--- src/rtl/idct_sched_pkg.sv ---
// idct_sched_pkg: shared types and default sizes for the IDCT block scheduler.
package idct_sched_pkg;
    typedef enum logic {IDLE, STREAM} sched_state_t;
    typedef logic tag_t;
    localparam int BEATS_PER_BLOCK_DEFAULT = 8;
    localparam int TAG_DEPTH_DEFAULT = 4;
endpackage

--- src/rtl/idct_tag_fifo.sv ---
// idct_tag_fifo: first-word fall-through FIFO of requester tags, simultaneous push/pop allowed.
module idct_tag_fifo
    import idct_sched_pkg::*;
#(
    parameter int DEPTH = TAG_DEPTH_DEFAULT
) (
    input  logic clk_i,
    input  logic rst_ni,
    input  logic push_i,
    input  tag_t din_i,
    input  logic pop_i,
    output tag_t dout_o,
    output logic full_o,
    output logic empty_o
);
    localparam int AW = $clog2(DEPTH);
    tag_t mem_q [DEPTH];
    logic [AW-1:0] wr_q, rd_q;
    logic [AW:0] cnt_q;
    assign dout_o  = mem_q[rd_q];
    assign full_o  = cnt_q == (AW+1)'(DEPTH);
    assign empty_o = cnt_q == '0;
    always_ff @(posedge clk_i) begin
        if (!rst_ni) begin
            wr_q  <= '0;
            rd_q  <= '0;
            cnt_q <= '0;
        end else begin
            if (push_i) begin
                mem_q[wr_q] <= din_i;
                wr_q        <= wr_q + 1'b1;
            end
            if (pop_i) rd_q <= rd_q + 1'b1;
            cnt_q <= cnt_q + (AW+1)'(push_i) - (AW+1)'(pop_i);
        end
    end
endmodule

--- src/rtl/idct_block_scheduler.sv ---
// idct_block_scheduler: shares one IDCT core between luma (0) and chroma (1) requesters, one block per grant.
// Define IDCT_SCHED_RR_EN for round-robin arbitration; otherwise requester 0 has fixed priority.
module idct_block_scheduler
    import idct_sched_pkg::*;
#(
    parameter int DATA_WIDTH      = 64,
    parameter int BEATS_PER_BLOCK = BEATS_PER_BLOCK_DEFAULT,
    parameter int TAG_DEPTH       = TAG_DEPTH_DEFAULT
) (
    input  logic                  s00_axis_aclk,
    input  logic                  s00_axis_aresetn,
    input  logic                  s0_axis_tvalid,
    output logic                  s0_axis_tready,
    input  logic                  s0_axis_tlast,
    input  logic [DATA_WIDTH-1:0] s0_axis_tdata,
    input  logic                  s1_axis_tvalid,
    output logic                  s1_axis_tready,
    input  logic                  s1_axis_tlast,
    input  logic [DATA_WIDTH-1:0] s1_axis_tdata,
    output logic                  core_m_tvalid,
    input  logic                  core_m_tready,
    output logic                  core_m_tlast,
    output logic [DATA_WIDTH-1:0] core_m_tdata,
    input  logic                  core_s_tvalid,
    output logic                  core_s_tready,
    input  logic                  core_s_tlast,
    input  logic [DATA_WIDTH-1:0] core_s_tdata,
    output logic                  m0_axis_tvalid,
    input  logic                  m0_axis_tready,
    output logic                  m0_axis_tlast,
    output logic [DATA_WIDTH-1:0] m0_axis_tdata,
    output logic                  m1_axis_tvalid,
    input  logic                  m1_axis_tready,
    output logic                  m1_axis_tlast,
    output logic [DATA_WIDTH-1:0] m1_axis_tdata,
    output logic                  blk_err
);
    localparam int CW = $clog2(BEATS_PER_BLOCK);
    localparam logic [CW-1:0] LAST = CW'(BEATS_PER_BLOCK - 1);
    sched_state_t state_q, state_d;
    tag_t grant_q, grant_d, head, pick;
    logic [CW-1:0] in_cnt_q, in_cnt_d, out_cnt_q, out_cnt_d;
    logic blk_err_q, blk_err_d;
    logic streaming, full, empty, push, pop, in_hs, out_hs, req_tlast;
    logic unused_core_tlast;
    assign unused_core_tlast = core_s_tlast;
`ifdef IDCT_SCHED_RR_EN
    tag_t last_grant_q;
    assign pick = (s0_axis_tvalid && s1_axis_tvalid) ? ~last_grant_q : s1_axis_tvalid;
    always_ff @(posedge s00_axis_aclk) begin
        if (!s00_axis_aresetn) last_grant_q <= 1'b1;
        else if (push) last_grant_q <= pick;
    end
`else
    assign pick = ~s0_axis_tvalid;
`endif
    assign streaming      = state_q == STREAM;
    assign core_m_tvalid  = streaming && (grant_q ? s1_axis_tvalid : s0_axis_tvalid);
    assign core_m_tdata   = grant_q ? s1_axis_tdata : s0_axis_tdata;
    assign core_m_tlast   = streaming && in_cnt_q == LAST;
    assign s0_axis_tready = streaming && !grant_q && core_m_tready;
    assign s1_axis_tready = streaming && grant_q && core_m_tready;
    assign req_tlast      = grant_q ? s1_axis_tlast : s0_axis_tlast;
    assign in_hs          = core_m_tvalid && core_m_tready;
    // A same-cycle egress pop frees a slot, so a full FIFO still accepts the grant.
    assign push           = !streaming && (s0_axis_tvalid || s1_axis_tvalid) && (!full || pop);
    assign core_s_tready  = !empty && (head ? m1_axis_tready : m0_axis_tready);
    assign m0_axis_tvalid = !empty && !head && core_s_tvalid;
    assign m1_axis_tvalid = !empty && head && core_s_tvalid;
    assign m0_axis_tlast  = !empty && !head && out_cnt_q == LAST;
    assign m1_axis_tlast  = !empty && head && out_cnt_q == LAST;
    assign m0_axis_tdata  = core_s_tdata;
    assign m1_axis_tdata  = core_s_tdata;
    assign out_hs         = core_s_tvalid && core_s_tready;
    assign pop            = out_hs && out_cnt_q == LAST;
    assign blk_err        = blk_err_q;
    always_comb begin
        state_d   = state_q;
        grant_d   = grant_q;
        in_cnt_d  = in_cnt_q;
        out_cnt_d = out_cnt_q;
        blk_err_d = in_hs && (req_tlast != core_m_tlast);
        if (push) begin
            state_d = STREAM;
            grant_d = pick;
        end
        if (in_hs) begin
            in_cnt_d = core_m_tlast ? '0 : in_cnt_q + 1'b1;
            state_d  = core_m_tlast ? IDLE : STREAM;
        end
        if (out_hs) out_cnt_d = pop ? '0 : out_cnt_q + 1'b1;
    end
    always_ff @(posedge s00_axis_aclk) begin
        if (!s00_axis_aresetn) begin
            state_q   <= IDLE;
            grant_q   <= 1'b0;
            in_cnt_q  <= '0;
            out_cnt_q <= '0;
            blk_err_q <= 1'b0;
        end else begin
            state_q   <= state_d;
            grant_q   <= grant_d;
            in_cnt_q  <= in_cnt_d;
            out_cnt_q <= out_cnt_d;
            blk_err_q <= blk_err_d;
        end
    end
    idct_tag_fifo #(.DEPTH(TAG_DEPTH)) u_tags (
        .clk_i  (s00_axis_aclk),
        .rst_ni (s00_axis_aresetn),
        .push_i (push),
        .din_i  (pick),
        .pop_i  (pop),
        .dout_o (head),
        .full_o (full),
        .empty_o(empty)
    );
endmodule

--- config.mk ---
export PLATFORM = sky130hd
export DESIGN_NAME = idct_block_scheduler
export DESIGN_NICKNAME = d
export VERILOG_FILES = /design/src/rtl/idct_sched_pkg.sv /design/src/rtl/idct_tag_fifo.sv /design/src/rtl/idct_block_scheduler.sv
export SDC_FILE = /design/constraint.sdc
export NUM_CORES = 1
export LEC_CHECK = 0
export ABC_AREA = 1
export CAP_MARGIN = 20
export CORE_AREA = 2 2 157 159
export DETAILED_ROUTE_END_ITERATION = 10
export DIE_AREA = 0 0 159 161
export GPL_ROUTABILITY_DRIVEN = 0
export HOLD_SLACK_MARGIN = 0.12
export SKIP_LAST_GASP = 1
export SLEW_MARGIN = 20
export SYNTH_ARGS = -nofsm -noshare
export SYNTH_HDL_FRONTEND = slang
export SYNTH_SLANG_ARGS = --single-unit
export TNS_END_PERCENT = 1
--- constraint.sdc ---
create_clock -name s00_axis_aclk -period 4.9 [get_ports s00_axis_aclk]
set_clock_uncertainty 0.05 [all_clocks]
set_input_delay 0.98 -clock s00_axis_aclk [delete_from_list [all_inputs] [get_ports s00_axis_aclk]]
set_output_delay 0.98 -clock s00_axis_aclk [all_outputs]
set_load 0.005 [all_outputs]
## After elaboration in Yosys (flattened, before gate mapping)

Memories as Yosys holds them, arrays and structs flattened. A register that Yosys moved wholly into a read port is not among the register bits.
Cells that the tools add are included.
W data, S select, Z words.

- Bits in registers: 16
- Memory bits (writable): 4
- Input port bits: 203
- Word-level logic and storage cells: 62
- Memories: 1

Memories:

| memory | words | width | read ports | clocked after Yosys merged registers in | wr ports | RTL line | text |
|---|---|---|---|---|---|---|---|
| u_tags.mem_q | 4 | 1 | 1 | 1 | 1 | idct_tag_fifo.sv:17 | `tag_t mem_q [DEPTH];` |

- Add/subtract/negate cells: 6
- Equality and inequality tests: 4
- Muxes and demuxes: 14
- Bitwise operators: 1
- Reductions and logical operators: 28

Operator list:

| operator | number |
|---|---|
| $mux W64 | 1 |
| $logic_and A1 B1 Y1 | 19 |
| $eq A3 B3 Y1 const B | 3 |
| $mux W1 | 9 |
| $add A3 B1 Y3 const B | 2 |
| $mux W3 | 2 |
| $logic_not A1 Y1 | 5 |
| $add A2 B1 Y2 const B | 2 |
| $mux W2 | 2 |
| $add A3 B1 Y3 | 1 |
| $logic_not A3 Y1 | 1 |
| $sub A3 B1 Y3 | 1 |
| $logic_or A1 B1 Y1 | 2 |
| $reduce_bool A2 Y1 | 1 |
| $ne A1 B1 Y1 | 1 |
| $not A1 Y1 | 1 |

## Longest topological paths before layout

- Word-level depth: 10
- Mapped depth: 15
- Gate-level depth less buffers: 15

## Modules after synthesis

Synthesis repeated with hierarchy kept, for this count alone.

- Cells, all modules: 482
- Area total of the unflattened synthesis: 2884.0 um2

Modules (own cells, without submodules):

| module | instances | cells each | area an instance (um2) |
|---|---|---|---|
| idct_block_scheduler | 1 | 414 | 2287.2 |
| idct_tag_fifo | 1 | 68 | 596.8 |

## Worst setup path after synthesis

OpenSTA, ideal clock, no wires.

- Path kind: in2reg
- Start: input port m1_axis_tready
- End: register u_tags.cnt_q[2]
- Library setup time: 70 ps
- Arrival: 2361 ps
- Data required time: 4780 ps
- Path slack: 2419 ps
- Stages: 11
- Cells stage by stage: nand4_1 nand2_2 nand3_4 inv_1 ha_1 inv_1 ha_1 fa_1 inv_1 o21ai_0 a21oi_1

- Word-level cells in the longest chain between the ends: 8

RTL lines:

| what | RTL line | text |
|---|---|---|
| from (decl) | idct_block_scheduler.sv:33 | `input logic m1_axis_tready,` |
| $mux W1 (*) | idct_block_scheduler.sv:67 | `assign core_s_tready = !empty && (head ? m1_axis_tready : m0_axis_tready);` |
| $logic_and A1 B1 Y1 (*) | idct_block_scheduler.sv:67 |  |
| named net core_s_tready | idct_block_scheduler.sv:25 | `output logic core_s_tready,` |
| $logic_and A1 B1 Y1 (*) | idct_block_scheduler.sv:74 | `assign out_hs = core_s_tvalid && core_s_tready;` |
| $logic_and A1 B1 Y1 (*) | idct_block_scheduler.sv:75 | `assign pop = out_hs && out_cnt_q == LAST;` |
| named net pop | idct_block_scheduler.sv:44 | `logic streaming, full, empty, push, pop, in_hs, out_hs, req_tlast;` |
| $logic_or A1 B1 Y1 | idct_block_scheduler.sv:66 | `assign push = !streaming && (s0_axis_tvalid \|\| s1_axis_tvalid) && (!full \|\| pop);` |
| $logic_and A1 B1 Y1 | idct_block_scheduler.sv:66 |  |
| $add A3 B1 Y3 | idct_tag_fifo.sv:34 | `cnt_q <= cnt_q + (AW+1)'(push_i) - (AW+1)'(pop_i);` |
| $sub A3 B1 Y3 (*) | idct_tag_fifo.sv:34 |  |
| to (signal assigned) | idct_tag_fifo.sv:34 |  |
| to (decl) | idct_tag_fifo.sv:19 | `logic [AW:0] cnt_q;` |

The timed path passes the listed nets; every way through them passes the cells marked *.
A chain may end at the register's enable or synchronous reset.

## Final worst setup path

- Start: input port s0_axis_tvalid
- End: output port core_m_tvalid

- Word-level cells in the longest chain between the ends: 2

RTL lines:

| what | RTL line | text |
|---|---|---|
| from (decl) | idct_block_scheduler.sv:12 | `input logic s0_axis_tvalid,` |
| $mux W1 | idct_block_scheduler.sv:58 | `assign core_m_tvalid = streaming && (grant_q ? s1_axis_tvalid : s0_axis_tvalid);` |
| $logic_and A1 B1 Y1 | idct_block_scheduler.sv:58 |  |
| to (decl) | idct_block_scheduler.sv:20 | `output logic core_m_tvalid,` |

Every way passes these cells.

==> flow_metrics.tcl <==
set metrics [dict create \
    fmax_mhz 294 \
    synth.area.top_cells "buf_4 (32%), nand2_1 (27%), dfxtp_1 (12%)" \
    fin_tns_setup_ps 0 \
    grt_use_met2 0.108 \
    ant_nets 0 \
    final.period_utilization 0.695 \
    io_buffer_count 211 \
    h-tree-depth 1 \
    place_area_um2 4480 \
    start_kind "input port" \
    cts_tree "built" \
    ys_seq_area_frac 0.162 \
    synth.distinct_cells 27 \
    hold_viol 0 \
    grtUsageMet1 0.0858 \
    synthArstFlopShare 0 \
    ys_ff_latch 22 \
    via_per_inst 3.35 \
    grt_antenna_before_repair 0 \
    worst-endpoint-arrival_ps 2380 \
    slew_headroom 0.496 \
    wire_per_inst_um 11.4 \
    insertion_delay_ps 250 \
    cp-end-kind "primary output" \
    hp-class "reg -> reg" \
    worst-path-max-fanout 4 \
    initial_utilization 0.123 \
    die_w_um 159 \
    clkSinkCount 22 \
    dieHeight_um 161 \
    crit_top_cell "clkdlybuf4s50_1" \
    rows 57 \
    drive_gt1_frac 0.0467 \
    syn_inst 483 \
    irDropWorstVdd_mv 0.179 \
    syn_nets 697 \
    synth_top_area_frac 0.325 \
    diodes 0 \
    drt_iter0_markers 104 \
    grt_pass1_vias 2825 \
    grt_max_degree 69 \
    die_area_um2 25600 \
    root_buffer "clkbuf_16" \
    drc 0 \
    vias 2948 \
    worstPathRequired_ps 3870 \
    numCtsBuffers 3 \
    fillers 2731 \
    p_per_area_nw_per_um2 275 \
    syn_area_per_cell_um2 6.13 \
    synth_flop_cell "dfxtp_1" \
    syn-cell-area_um2 2960 \
    period_minus_slack_ps 3410 \
    path_class "in -> out" \
    area.growth.synth_to_final_pct 54.2 \
    use_met3 0.0365 \
    worst_pin_slew_ps 756 \
    clock_path_buffers 2 \
    maxCapViolations 0 \
    rsz0062_at_grt "no" \
    coreArea_um2 24000 \
    grt_usage 0.0723 \
    critPathSlowestCell "clkdlybuf4s50_1" \
    worst-r2r-setup-slack_ps 2710 \
    dp_hpwl_um 8400 \
    synth_warnings 0 \
    busiest_layer "met2" \
    status "finished clean" \
    crit_chain "clkdlybuf4s50_1 -> nand2_1 -> a21oi_2 -> clkdlybuf4s50_1" \
    routed_wl_um 10000 \
    io-pin-count 405 \
    yosysMostFrequentCell "nand2_1" \
    grt_pass1_wl_um 14900 \
    synth_common_cells "nand2_1 (212), buf_4 (128), inv_1 (28)" \
    clk_pin_slew_ps 60 \
    synth_edf_count 4 \
    hold_buffers 0 \
    fin_nets 772 \
    crit_path_max_incr_delay_ps 580 \
    p_leak_uw 0.00203 \
    postCtsSetupRepairBufs 0 \
    final_area_um2 4560 \
    setup_viol 0 \
    grt.overflow.total 0 \
    dr.pass1.iters 5 \
    cts_resized 0 \
    yosys.area.top_type "buf_4" \
    drv_slew 0 \
]
## metal layers
layer,vias up,routed length (um),part of all wire
met5,-,0,0
met4,0,422,0.042
met3,55,1270,0.13
met2,180,4200,0.42
met1,1235,4160,0.41
li1,1478,-,-
## layout by cell type (no fill, tap or decap)
| cell type | instances |
|---|---|
| nand2_4 | 2 |
| nand2_1 | 212 |
| dfxtp_1 | 17 |
| or2_0 | 1 |
| edfxtp_1 | 4 |
| nand3_4 | 2 |
| a21oi_1 | 8 |
| nand2_2 | 3 |
| nand3_1 | 4 |
| buf_4 | 3 |
| o21ai_2 | 1 |
| nor2_1 | 20 |
| dfxtp_2 | 1 |
| nor3_2 | 4 |
| a211oi_1 | 1 |
| nand4_1 | 1 |
| a21oi_2 | 2 |
| fa_1 | 1 |
| clkbuf_8 | 1 |
| clkbuf_16 | 3 |
| inv_2 | 1 |
| nand3_2 | 3 |
| inv_1 | 28 |
| clkdlybuf4s50_1 | 211 |
| nor3_1 | 5 |
| ha_1 | 10 |
| xor2_1 | 3 |
| o21ai_0 | 5 |
## kinds of logic after synthesis
family / Yosys count / synth area share
flops: 22 / 0.162
buf+inv: 173 / 0.383
compound gates: 17 / 0.0334
xor+xnor: 3 / 0.00888
fa+ha+maj: 11 / 0.0490
simple gates: 257 / 0.363
## state kept, by name (all words and copies together) (netlist names), named ones only
signal / count
u_tags.rd_q: 2
in_cnt_q: 3
u_tags.mem_q: 4
state_q: 1
u_tags.wr_q: 2
blk_err: 1
grant_q: 1
out_cnt_q: 3
u_tags.cnt_q: 3
## path summary, 6_finish.rpt
| kind | start | end | cells after the start |
|---|---|---|---|
| max | s0_axis_tvalid | core_m_tvalid | 4 |
| min | in_cnt_q[0]$_SDFFE_PN0P_ | in_cnt_q[0]$_SDFFE_PN0P_ | 2 |
| min reg2reg | in_cnt_q[0]$_SDFFE_PN0P_ | in_cnt_q[0]$_SDFFE_PN0P_ | 2 |
| max reg2reg | u_tags.cnt_q[1]$_SDFF_PN0_ | u_tags.cnt_q[2]$_SDFF_PN0_ | 13 |
## power breakdown
| part | internal (uW) | switching (uW) |
|---|---|---|
| combinational | 444 | 387 |
| clock | 124 | 61.8 |
| sequential | 217 | 20.8 |
| total | 785 | 469 |
## layout make-up
type                            count  area [um^2]  area share
Timing Repair Buffer              214         2130       0.468
Multi-Input combinational cell    288         1350       0.295
Sequential cell                    22          482       0.106
Tap cell                          324          405      0.0888
Inverter                           29          109      0.0238
Clock buffer                        4         88.8      0.0195
## critical path: cells and delay by family
family | cells | cell delay, ps
buffers and inverters | 2 | 1110
and+or+nand+nor | 1 | 100
AOI/OAI and AO/OA | 1 | 190
## stage by stage
stage	util	total power [uW]	instances	setup slack [ps]	hold WS [ps]
6_report	0.190	1250	881	1490	430
5_1_grt	0.190	1370	881	1400	459
4_1_cts	0.190	1270	881	1490	432
3_5_place_dp	0.187	1080	877	1520	423
3_3_place_gp	0.187	1070	877	1550	423
2_1_floorplan	-	690	483	2420	407
Power figures use the tool's default switching activity.
